File: src/rtl/cqc_wr_handler.sv
// CQC write handler: consumes WR_CQ_CXT packets from the CEU command demux,
// checks the head and the packet length, assembles the data beats into one
// CQ context and issues a single write to context storage.
// Malformed packets are drained and counted, never written.
module cqc_wr_handler #(
    parameter int         HEAD_WIDTH = 128,
    parameter int         DATA_WIDTH = 256,
    parameter int         CXT_BEATS  = 2,
    parameter int         ADDR_WIDTH = 32,
    parameter int         CQN_WIDTH  = 24,
    parameter int         CQ_NUM     = 65536,
    parameter logic [3:0] CMD_WR_CQC = 4'h3
) (
    input  logic                            clk,
    input  logic                            rst_n,
    input  logic                            cqc_req_valid,
    input  logic [HEAD_WIDTH-1:0]           cqc_req_head,
    input  logic                            cqc_req_last,
    input  logic [DATA_WIDTH-1:0]           cqc_req_data,
    output logic                            cqc_req_ready,
    input  logic [ADDR_WIDTH-1:0]           cxt_base,
    output logic                            cxt_wr_valid,
    output logic [ADDR_WIDTH-1:0]           cxt_wr_addr,
    output logic [DATA_WIDTH*CXT_BEATS-1:0] cxt_wr_data,
    input  logic                            cxt_wr_ready,
    output logic [15:0]                     wr_cnt,
    output logic [15:0]                     err_cnt
);

    localparam int CXT_BYTES = DATA_WIDTH * CXT_BEATS / 8;
    localparam int CXT_WIDTH = DATA_WIDTH * CXT_BEATS;
    localparam int BCNT_W    = $clog2(CXT_BEATS + 1);

    // One extra bit so CQ_NUM itself is representable next to a CQN field.
    localparam logic [CQN_WIDTH:0] CQ_LIMIT = (CQN_WIDTH + 1)'(CQ_NUM);

    typedef enum logic [1:0] {
        IDLE    = 2'd0,
        COLLECT = 2'd1,
        DRAIN   = 2'd2,
        ISSUE   = 2'd3
    } state_e;

    state_e                  state_q, state_d;
    logic [BCNT_W-1:0]       beat_cnt_q, beat_cnt_d;
    logic                    rst_done_q;
    logic                    valid_q;
    logic [ADDR_WIDTH-1:0]   addr_q;
    logic [15:0]             wr_cnt_q;
    logic [15:0]             err_cnt_q;

    // Payload storage: CQN of the packet in flight and the assembled beats.
    logic [CQN_WIDTH-1:0]    cqn_q;
    logic [DATA_WIDTH-1:0]   slot_q [CXT_BEATS];
    logic [CXT_WIDTH-1:0]    cxt_flat;

    logic                    xfer;
    logic [3:0]              head_op;
    logic [CQN_WIDTH-1:0]    head_cqn;
    logic                    head_ok;
    logic [BCNT_W-1:0]       beat_cnt_inc;
    logic                    last_beat_slot;
    logic [BCNT_W-1:0]       wr_slot;
    logic                    slot_we;
    logic [CQN_WIDTH-1:0]    cqn_src;
    logic [ADDR_WIDTH-1:0]   issue_addr;
    logic                    enter_issue;
    logic                    err_inc;
    logic                    wr_inc;
    logic                    unused_head;

    // Only the opcode and the CQN field of the head carry meaning here.
    assign unused_head = ^cqc_req_head[HEAD_WIDTH-5:CQN_WIDTH];

    assign head_op  = cqc_req_head[HEAD_WIDTH-1 -: 4];
    assign head_cqn = cqc_req_head[CQN_WIDTH-1:0];
    assign head_ok  = (head_op == CMD_WR_CQC) && ({1'b0, head_cqn} < CQ_LIMIT);

    // Ready is a pure function of state; it stays low until the first edge
    // after reset release so no beat is taken while the block is settling.
    assign cqc_req_ready = rst_done_q && (state_q != ISSUE);
    assign xfer          = cqc_req_valid && cqc_req_ready;

    assign beat_cnt_inc   = beat_cnt_q + BCNT_W'(1);
    assign last_beat_slot = (beat_cnt_inc == BCNT_W'(CXT_BEATS));

    // The head beat always lands in slot 0; later beats follow beat_cnt.
    assign wr_slot = (state_q == IDLE) ? '0 : beat_cnt_q;
    assign slot_we = xfer && ((state_q == IDLE) || (state_q == COLLECT));

    // With single-beat contexts ISSUE is entered straight from IDLE, before
    // the CQN has been latched, so take it from the live head in that case.
    assign cqn_src     = (state_q == IDLE) ? head_cqn : cqn_q;
    assign issue_addr  = cxt_base + (ADDR_WIDTH'(cqn_src) * ADDR_WIDTH'(CXT_BYTES));
    assign enter_issue = (state_d == ISSUE) && (state_q != ISSUE);

    // Next-state, beat counting and counter-event decode.
    always_comb begin
        state_d    = state_q;
        beat_cnt_d = beat_cnt_q;
        err_inc    = 1'b0;
        wr_inc     = 1'b0;

        case (state_q)
            IDLE: begin
                if (xfer) begin
                    beat_cnt_d = BCNT_W'(1);
                    if (!head_ok) begin
                        err_inc = 1'b1;
                        state_d = cqc_req_last ? IDLE : DRAIN;
                    end else if (cqc_req_last) begin
                        if (CXT_BEATS == 1) begin
                            state_d = ISSUE;
                        end else begin
                            // Head arrived alone: packet too short.
                            err_inc = 1'b1;
                            state_d = IDLE;
                        end
                    end else begin
                        state_d = COLLECT;
                    end
                end
            end

            COLLECT: begin
                if (xfer) begin
                    beat_cnt_d = beat_cnt_inc;
                    if (last_beat_slot) begin
                        if (cqc_req_last) begin
                            state_d = ISSUE;
                        end else begin
                            // Context is full but the packet continues:
                            // discard what was assembled and drain the rest.
                            err_inc = 1'b1;
                            state_d = DRAIN;
                        end
                    end else if (cqc_req_last) begin
                        err_inc = 1'b1;
                        state_d = IDLE;
                    end
                end
            end

            DRAIN: begin
                if (xfer && cqc_req_last) begin
                    state_d = IDLE;
                end
            end

            ISSUE: begin
                if (cxt_wr_ready) begin
                    wr_inc  = 1'b1;
                    state_d = IDLE;
                end
            end

            default: begin
                state_d = IDLE;
            end
        endcase

        if (state_d == IDLE) begin
            beat_cnt_d = '0;
        end
    end

    // Control state, write request and counters; cleared by reset.
    always_ff @(posedge clk or negedge rst_n) begin
        if (!rst_n) begin
            state_q    <= IDLE;
            beat_cnt_q <= '0;
            rst_done_q <= 1'b0;
            valid_q    <= 1'b0;
            addr_q     <= '0;
            wr_cnt_q   <= '0;
            err_cnt_q  <= '0;
        end else begin
            state_q    <= state_d;
            beat_cnt_q <= beat_cnt_d;
            rst_done_q <= 1'b1;
            valid_q    <= (state_d == ISSUE);
            if (enter_issue) begin
                addr_q <= issue_addr;
            end
            if (wr_inc) begin
                wr_cnt_q <= wr_cnt_q + 16'd1;
            end
            if (err_inc && (err_cnt_q != 16'hFFFF)) begin
                err_cnt_q <= err_cnt_q + 16'd1;
            end
        end
    end

    // Payload capture; no reset needed because nothing reads it before a
    // full context has been written into it.
    always_ff @(posedge clk) begin
        if (xfer && (state_q == IDLE)) begin
            cqn_q <= head_cqn;
        end
        for (int i = 0; i < CXT_BEATS; i++) begin
            if (slot_we && (wr_slot == BCNT_W'(i))) begin
                slot_q[i] <= cqc_req_data;
            end
        end
    end

    // Flatten the slots into the context word, beat 0 in the LSBs.
    always_comb begin
        cxt_flat = '0;
        for (int i = 0; i < CXT_BEATS; i++) begin
            cxt_flat[i*DATA_WIDTH +: DATA_WIDTH] = slot_q[i];
        end
    end

    // Data is gated by valid so the output reads zero after reset without
    // having to clear the whole context buffer.
    assign cxt_wr_valid = valid_q;
    assign cxt_wr_addr  = addr_q;
    assign cxt_wr_data  = valid_q ? cxt_flat : '0;
    assign wr_cnt       = wr_cnt_q;
    assign err_cnt      = err_cnt_q;

endmodule

File: config.mk
export PLATFORM = sky130hd
export DESIGN_NAME = cqc_wr_handler
export DESIGN_NICKNAME = d
export VERILOG_FILES = /design/src/rtl/cqc_wr_handler.sv
export SDC_FILE = /design/constraint.sdc
export NUM_CORES = 1
export LEC_CHECK = 0
export CAP_MARGIN = 20
export CELL_PAD_IN_SITES_DETAIL_PLACEMENT = 0
export CELL_PAD_IN_SITES_GLOBAL_PLACEMENT = 1
export CORE_AREA = 2 2 390 392
export CTS_CLUSTER_DIAMETER = 40
export CTS_CLUSTER_SIZE = 28
export DETAILED_ROUTE_END_ITERATION = 12
export DIE_AREA = 0 0 392 394
export PLACE_DENSITY = 0.45
export SETUP_SLACK_MARGIN = 0.4
export SYNTH_ARGS = -nofsm -noshare
export SYNTH_HDL_FRONTEND = slang
export SYNTH_SLANG_ARGS = --single-unit
File: constraint.sdc
create_clock -name clk -period 33.7 [get_ports clk]
set_clock_uncertainty 0.15 [all_clocks]
set_input_delay 3.37 -clock clk [delete_from_list [all_inputs] [get_ports clk]]
set_output_delay 3.37 -clock clk [all_outputs]
set_load 0.03 [all_outputs]
==> metrics, run 1 <==
status=completed; main combinational cell family by area after synthesis=simple AND/OR/NAND/NOR gates; worst reg-to-reg setup slack=29150 ps; Worst Tran Pin Value=around 1200 ps; drt pass-1 iters=6; routability cong.=0.813; ys async rst share=11.6%; Fillers=about 16k; RSZ-0062 raised after global routing=false; setup violators final=0; Die Y=between 300 and 400 µm; core area=151000 µm²; Die Area=154000 µm²; # Max-Cap Violations=0; Fmax achieved=~130 MHz; drt via density=between 3 and 4; Root Driver=clkbuf_16; share of layout cells above drive strength 1=9.97%; Synth Area in Compound Gates=3.11%; initial antenna violation count=29; crit share post-route=23.4%; sw frac=22.7%; Final Critical Period=7880 ps; Hold Fails Final Rpt=0; slowest stage delay, CP=just under 800 ps; critical path class=flip-flop to output port; Post-Syn Area=24100 µm²; synth unique cells=56; clk_lat worst skew=~720 ps; register share of total power=37.4%; 1st-iter DRT viols=644; Design Power=0.00227 W; DRT antenna net count=0; CTS Buffer Depth=3; largest net degree at the start of global routing=slightly below 300; Die Width=392 µm; first-pass GRT wire length=between 100 and 150 mm; Synthesized Nets=about 2k; # H-tree levels=4; VDD IR-drop max=a little under 0.00004 V; Post-synth EDFFs=536; CP top delay family=buffers and inverters; hpwl dp=74.5 mm; average cell area after synthesis=15.2 µm²; Port Buf Inserts=898; r2r startpoint=state_q[1]$_DFF_PN0_; WP buf/inv=3; Startpoint Class=flip-flop; total track usage=around 12%; global route overflow=0; Logic pwr share=between 5 and 6%; # DRC=0; LEAKAGE=13.8 nW; yosys synthesis warning count=0; vias in the first global route=17.8k; TritonCTS clock tree=yes; post-CTS resize count=0; Seq/Total Area, Yosys=74.0%; Adder-Cell Fraction of Synth Area=1.69%; number of synthesized register bits=606; cell-internal power=0.00175 W; clock slew at reported path FFs=40 ps; Hold Path Class=flip-flop to flip-flop; Initial Util=16.0%; PD cells=~57 nW/µm²; Final Max Tran Viols=0; crit end category=output port; Critical Path, Cell by Cell=buf_4 -> buf_12 -> and2_1 -> clkdlybuf4s50_1; CP max-delay cell=clkdlybuf4s50_1; I/O pin count=between 900 and 1k; crit-path max FO=291; Hold Path Sink=cxt_wr_addr[19]$_DFFE_PN0P_; max_slew headroom=18.0%; post-synthesis mux area share=1.65%; commonest register cell after synthesis=edfxtp_1; CTS buffer count=130; Cells after Synth=1583; Req. time, crit path=30180 ps; Routed WL per cell=about 21 µm; Min-Delay Path Depth=2; Clock Sinks=606; Area growth syn-to-layout=65.5%; Synth Area in XOR/XNOR=1.85%; worst r2r path cells=5; clock power share=56.8%; Post-Route WL=~100 mm; Synth Area in Simple Gates=between 10% and 20%; Via Count=16.9k; hold_buf cts=0; Post-CTS Setup Bufs=0; final net count=around 3k; Hold Path Origin=cxt_wr_addr[19]$_DFFE_PN0P_; end of the worst register-to-register path=slot_q[0][6]$_DFFE_PP_; post-route setup TNS=0 ps; row cnt=143; Net Sw Power=0.000515 W; CP Data Arrival Time=4360 ps
stage by stage:
step / worst slack (ps) / instances / utilization (%) / hold WS (ps) / instance area (µm²)
finish: 25820 / 4694 / 26.5 / 334 / 39900
floorplan: 11350 / 1583 / - / 394 / 24100
detailed placement: 25610 / 4451 / 23.6 / 323 / 35500
global placement: 25680 / 4451 / 23.6 / 320 / 35500
CTS: 25690 / 4689 / 26.5 / 339 / 39900
global route: 25440 / 4690 / 26.5 / 357 / 39900
placed cells by master, fill, tap and decap left out, drive strengths merged, types with 3 or more instances in the layout:
| cell type | netlist | final |
|---|---|---|
| a21o | 6 | 6 |
| a21oi | 28 | 28 |
| a31oi | 6 | 6 |
| and2 | 515 | 515 |
| and3 | 9 | 9 |
| and4 | 3 | 3 |
| buf | 11 | 17 |
| bufinv | 0 | 15 |
| clkbuf | 65 | 156 |
| clkdlybuf4s50 | 0 | 897 |
| clkinv | 0 | 49 |
| clkinvlp | 0 | 9 |
| dfrtp | 70 | 70 |
| diode | 0 | 5 |
| edfxtp | 536 | 536 |
| ha | 31 | 31 |
| inv | 4 | 13 |
| mux2 | 34 | 34 |
| nand2 | 57 | 57 |
| nand3 | 26 | 26 |
| nand4 | 11 | 11 |
| nor2 | 24 | 24 |
| nor3 | 6 | 6 |
| nor4 | 3 | 3 |
| o211ai | 5 | 5 |
| o21a | 4 | 4 |
| o21ai | 41 | 41 |
| o311ai | 3 | 3 |
| xnor2 | 39 | 39 |
| xor2 | 12 | 12 |
power by group through the flow:
stage                     Clock, W  Sequential, W  Combinational, W
after global routing       0.00136       0.000849          0.000141
final                      0.00129       0.000848          0.000130
after CTS                  0.00133       0.000848          0.000133
after floorplan                  0       0.000870         0.0000505
after global placement           0       0.000861          0.000130
after detailed placement         0       0.000861          0.000131
sequential cells by signal (all words and copies together) (netlist names):
name,count
slot_q,512
cxt_wr_addr,32
cqn_q,24
err_cnt,16
wr_cnt,16
beat_cnt_q,2
state_q,2
cxt_wr_valid,1
rst_done_q,1
routing by layer:
metal	GRT usage, %	vias to the layer above	wire length (µm)
li1	-	7628	-
met1	13.0	8323	36500
met2	22.0	717	50300
met3	6.02	180	10400
met4	3.63	40	2190
met5	0	-	269
cells by family (layout without fill, tap and decap cells):
group,after synthesis,after routing
XOR/XNOR,51,51
AND/OR/NAND/NOR,663,663
other,1,6
adder cells (fa/ha/maj),32,32
AO/OA/AOI/OAI,116,116
multiplexers,34,34
flip-flops,606,606
buffers and inverters,80,1156
cell type report:
cell class / instances / area, µm² / area share (%)
clock buffers: 156 / 3440 / 8.62
flip-flops and latches: 606 / 17900 / 44.7
multi-input cells: 897 / 5970 / 15.0
inverters: 4 / 15.0 / 0.0376
well taps: 2030 / 2540 / 6.36
clock inverters: 82 / 991 / 2.48
diodes: 5 / 12.5 / 0.0313
repair buffers: 914 / 9120 / 22.8
worst max path at each step:
| stage | start | to | depth (start not counted) |
|---|---|---|---|
| after floorplan | cqc_req_valid | slot_q[0][256]$_DFFE_PP_ | 4 |
| after global placement | cqc_req_valid | slot_q[0][230]$_DFFE_PP_ | 7 |
| after detailed placement | cqc_req_valid | slot_q[0][237]$_DFFE_PP_ | 7 |
| after CTS | cxt_wr_valid$_DFF_PN0_ | cxt_wr_data[404] | 4 |
| after global routing | cxt_wr_valid$_DFF_PN0_ | cxt_wr_data[438] | 4 |
| final | cxt_wr_valid$_DFF_PN0_ | cxt_wr_data[438] | 4 |
cell usage after synthesis, types with 3 or more instances:
library cell | instances | area (µm²)
and4_1 | 3 | 26.3
a31oi_1 | 6 | 37.5
xnor2_1 | 39 | 342
ha_1 | 31 | 388
nor3_1 | 6 | 30.0
and2_1 | 515 | 3220
nand2_1 | 57 | 214
nor2_1 | 24 | 90.1
dfrtp_1 | 70 | 1750
nand4_1 | 11 | 68.8
nand3_1 | 26 | 130
a21o_1 | 6 | 45.0
and3_4 | 3 | 33.8
o211ai_1 | 5 | 37.5
o21ai_1 | 6 | 30.0
o21ai_0 | 35 | 175
clkbuf_1 | 65 | 244
mux2_2 | 30 | 338
o21a_1 | 4 | 30.0
mux2_4 | 4 | 60.1
a21oi_1 | 27 | 135
buf_2 | 8 | 40.0
edfxtp_1 | 536 | 16100
inv_1 | 4 | 15.0
and3_1 | 6 | 37.5
xor2_1 | 12 | 105
tightest hold or removal path: cells and delay by family, from the launching register on:
family             cells  cell delay (ps)
AOI/OAI and AO/OA      1               60
DFF                    1              340
and+or+nand+nor        1               50
Power figures use the tool's default switching activity.
==> run 2: changes to the inputs <==
--- a/config.mk
+++ b/config.mk
@@ -8,12 +8,12 @@
 export CAP_MARGIN = 20
 export CELL_PAD_IN_SITES_DETAIL_PLACEMENT = 0
 export CELL_PAD_IN_SITES_GLOBAL_PLACEMENT = 1
-export CORE_AREA = 2 2 390 392
+export CORE_AREA = 2 2 383 385
 export CTS_CLUSTER_DIAMETER = 40
 export CTS_CLUSTER_SIZE = 28
 export DETAILED_ROUTE_END_ITERATION = 12
-export DIE_AREA = 0 0 392 394
-export PLACE_DENSITY = 0.45
+export DIE_AREA = 0 0 385 387
+export PLACE_DENSITY = 0.46
 export SETUP_SLACK_MARGIN = 0.4
 export SYNTH_ARGS = -nofsm -noshare
 export SYNTH_HDL_FRONTEND = slang
==> constraint.sdc (replaced) <==
create_clock -name clk -period 7.8 [get_ports clk]
set_clock_uncertainty 0.15 [all_clocks]
set_input_delay 0.78 -clock clk [delete_from_list [all_inputs] [get_ports clk]]
set_output_delay 0.78 -clock clk [all_outputs]
set_load 0.03 [all_outputs]
==> metrics, run 2 (same netlist as run 1, synthesis figures left out) <==
initial antenna violation count=27 (-6.9%); Initial Util=16.7% (+0.64 points); most common cell after layout, fill and taps aside=clkdlybuf4s50_1; Net Sw Power=0.00216 W (+320%); crit path from=cxt_wr_valid$_DFF_PN0_; hpwl dp=74.5 mm (about the same); # Max-Cap Violations=0 (unchanged); Post-Layout Cell Count=4566 (-2.7%); hold_buf cts=0 (unchanged); Port Buf Inserts=898 (unchanged); Post-Route WL=98.4 mm (-1.2%); Hold Path Origin=cxt_wr_addr[19]$_DFFE_PN0P_; r2r startpoint=state_q[0]$_DFF_PN0_; crit end category=output port; # DRC=0 (unchanged); Die Area=149000 µm² (-3.5%); post-route setup TNS=0 ps (unchanged); I/O pin count=999 (unchanged); WP buf/inv=2 (-1); post-CTS resize count=0 (unchanged); drt via density=3.63 (+0.92%); clock power share=55.2% (-1.6 points); vias in the first global route=17.5k (-1.5%); critical path class=flip-flop to output port; max_slew headroom=34.2% (+16 points); Root Driver=clkbuf_16; register area=17900 µm² (unchanged); Post-CTS Setup Bufs=0 (unchanged); crit-path max FO=113 (-61%); Critical Path, Cell by Cell=buf_4 -> and2_1 -> clkdlybuf4s50_1; setup violators final=0 (unchanged); routability cong.=0.830 (+2.1%); Req. time, crit path=6870 ps (-23310 ps); area occupied by multi-input gates=6000 µm² (+0.54%); register share of total power=38.9% (+1.5 points); global route overflow=0 (unchanged); Final Critical Period=roughly 4600 ps; Final Max Tran Viols=0 (unchanged); sw frac=23.0% (+0.23 points); dpl cells=4336 (-2.6%); CP top delay family=buffers and inverters; core area=145000 µm² (-3.8%); clock slew at reported path FFs=50 ps (about the same); register with the most flip-flops=slot_q; cell-internal power=0.00726 W (+310%); Place WS=3760 ps (-21840 ps); clk_lat worst skew=710 ps (about the same); Hold Path Class=flip-flop to flip-flop; Logic pwr share=5.9% (+0.2 points); CTS Buffer Depth=3 (unchanged); VDD IR-drop max=0.000173 V (+350%); # H-tree levels=3 (-1); Routed WL per cell=21.6 µm (+1.6%); drt pass-1 iters=5 (-1); post-route setup slack=3210 ps (-22610 ps); status=completed; Area growth syn-to-layout=64.2%; CP Data Arrival Time=3660 ps (-700 ps); Via Count=16.6k (-1.8%); row cnt=140 (-2.1%); share of layout cells above drive strength 1=10.2% (+0.24 points); largest net degree at the start of global routing=157 (-46%); Startpoint Class=flip-flop; LEAKAGE=13.7 nW (-0.94%); final net count=2996 (-0.33%); crit share post-route=58.8%; Die Y=387 µm (-1.8%); first-pass GRT wire length=135 mm (-1.4%); most frequent cells in the layout=clkdlybuf4s50_1 (897), edfxtp_1 (536), and2_1 (514); Hold Fails Final Rpt=0 (unchanged); Worst Tran Pin Value=988 ps (-242 ps); TritonCTS clock tree=yes; total track usage=12.8% (+0.28 points); 1st-iter DRT viols=730 (+13%); Die Width=385 µm (-1.8%); RSZ-0062 raised after global routing=false; Fillers=14.9k (-5.1%); CTS buffer count=120 (-7.7%); slowest stage delay, CP=990 ps (+210 ps); Fmax achieved=~220 MHz; Clock Sinks=606 (unchanged); Largest register FFs=512 (unchanged); CP max-delay cell=dfrtp_4; DRT antenna net count=0 (unchanged); PD cells=238 nW/µm² (+320%)
run 2: changes by cell type in the layout (fill, tap and decap cells not counted), sizes merged:
cell | previous run | this run
buf | 17 | 16
diode | 5 | 4
dlygate4sd3 | 0 | 1
bufinv | 15 | 14
clkinvlp | 9 | 15
clkbuf | 156 | 137
run 2: final timing paths:
check,to,slack (ps),cells after the start
worst max-delay path,cxt_wr_data[393],3210,3
worst min-delay path,cxt_wr_addr[19]$_DFFE_PN0P_,320,2
worst max register to register,cxt_wr_addr[28]$_DFFE_PN0P_,3770,11
worst min register to register,cxt_wr_addr[19]$_DFFE_PN0P_,320,2
max in group asynchronous,wr_cnt[7]$_DFFE_PN0P_,6560,3
min in group asynchronous,wr_cnt[1]$_DFFE_PN0P_,340,2
run 2: worst reg2reg max path, stage by stage, from the launching register on:
cell      delay, ps
dfrtp_1         550
nor2_2          440
buf_4           370
mux2_2          390
ha_1            400
a21oi_1         350
o211ai_1        140
nor3_1          280
a31oi_1         240
a221oi_2        320
xor2_1          190
o21ai_1          80
run 2: final cells by class:
type / instances / area share (%)
Timing Repair Buffer: 914 / 23.2
Multi-Input combinational cell: 897 / 15.2
Tap cell: 1917 / 6.05
Clock inverter: 87 / 2.61
Antenna cell: 4 / 0.0253
Sequential cell: 606 / 45.1
Inverter: 4 / 0.0379
Clock buffer: 137 / 7.90
run 2: stage by stage:
step / area (µm²) / power [W] / hold slack (ps) / utilization, %
2_1_floorplan: 24200 / 0.00396 / 334 / -
3_3_place_gp: 35400 / 0.00427 / 315 / 24.4
3_5_place_dp: 35400 / 0.00428 / 319 / 24.4
4_1_cts: 39600 / 0.00959 / 106 / 27.3
5_1_grt: 39600 / 0.00977 / 284 / 27.3
6_report: 39600 / 0.00942 / 324 / 27.4
run 2: routing by layer:
metal	GRT usage (%)	up-vias	part of all wire [%]
li1	-	7590	-
met1	12.8	8128	35
met2	23.0	646	52
met3	5.89	178	10
met4	4.29	36	2.7
met5	0	-	0.23
run 2: power groups by stage:
stage | logic [W] | clock network (W) | registers, W
3_3_place_gp | 0.000556 | 0 | 0.00372
4_1_cts | 0.000564 | 0.00536 | 0.00366
6_report | 0.000556 | 0.00521 | 0.00366
5_1_grt | 0.000605 | 0.00550 | 0.00367
3_5_place_dp | 0.000559 | 0 | 0.00372
2_1_floorplan | 0.000220 | 0 | 0.00374
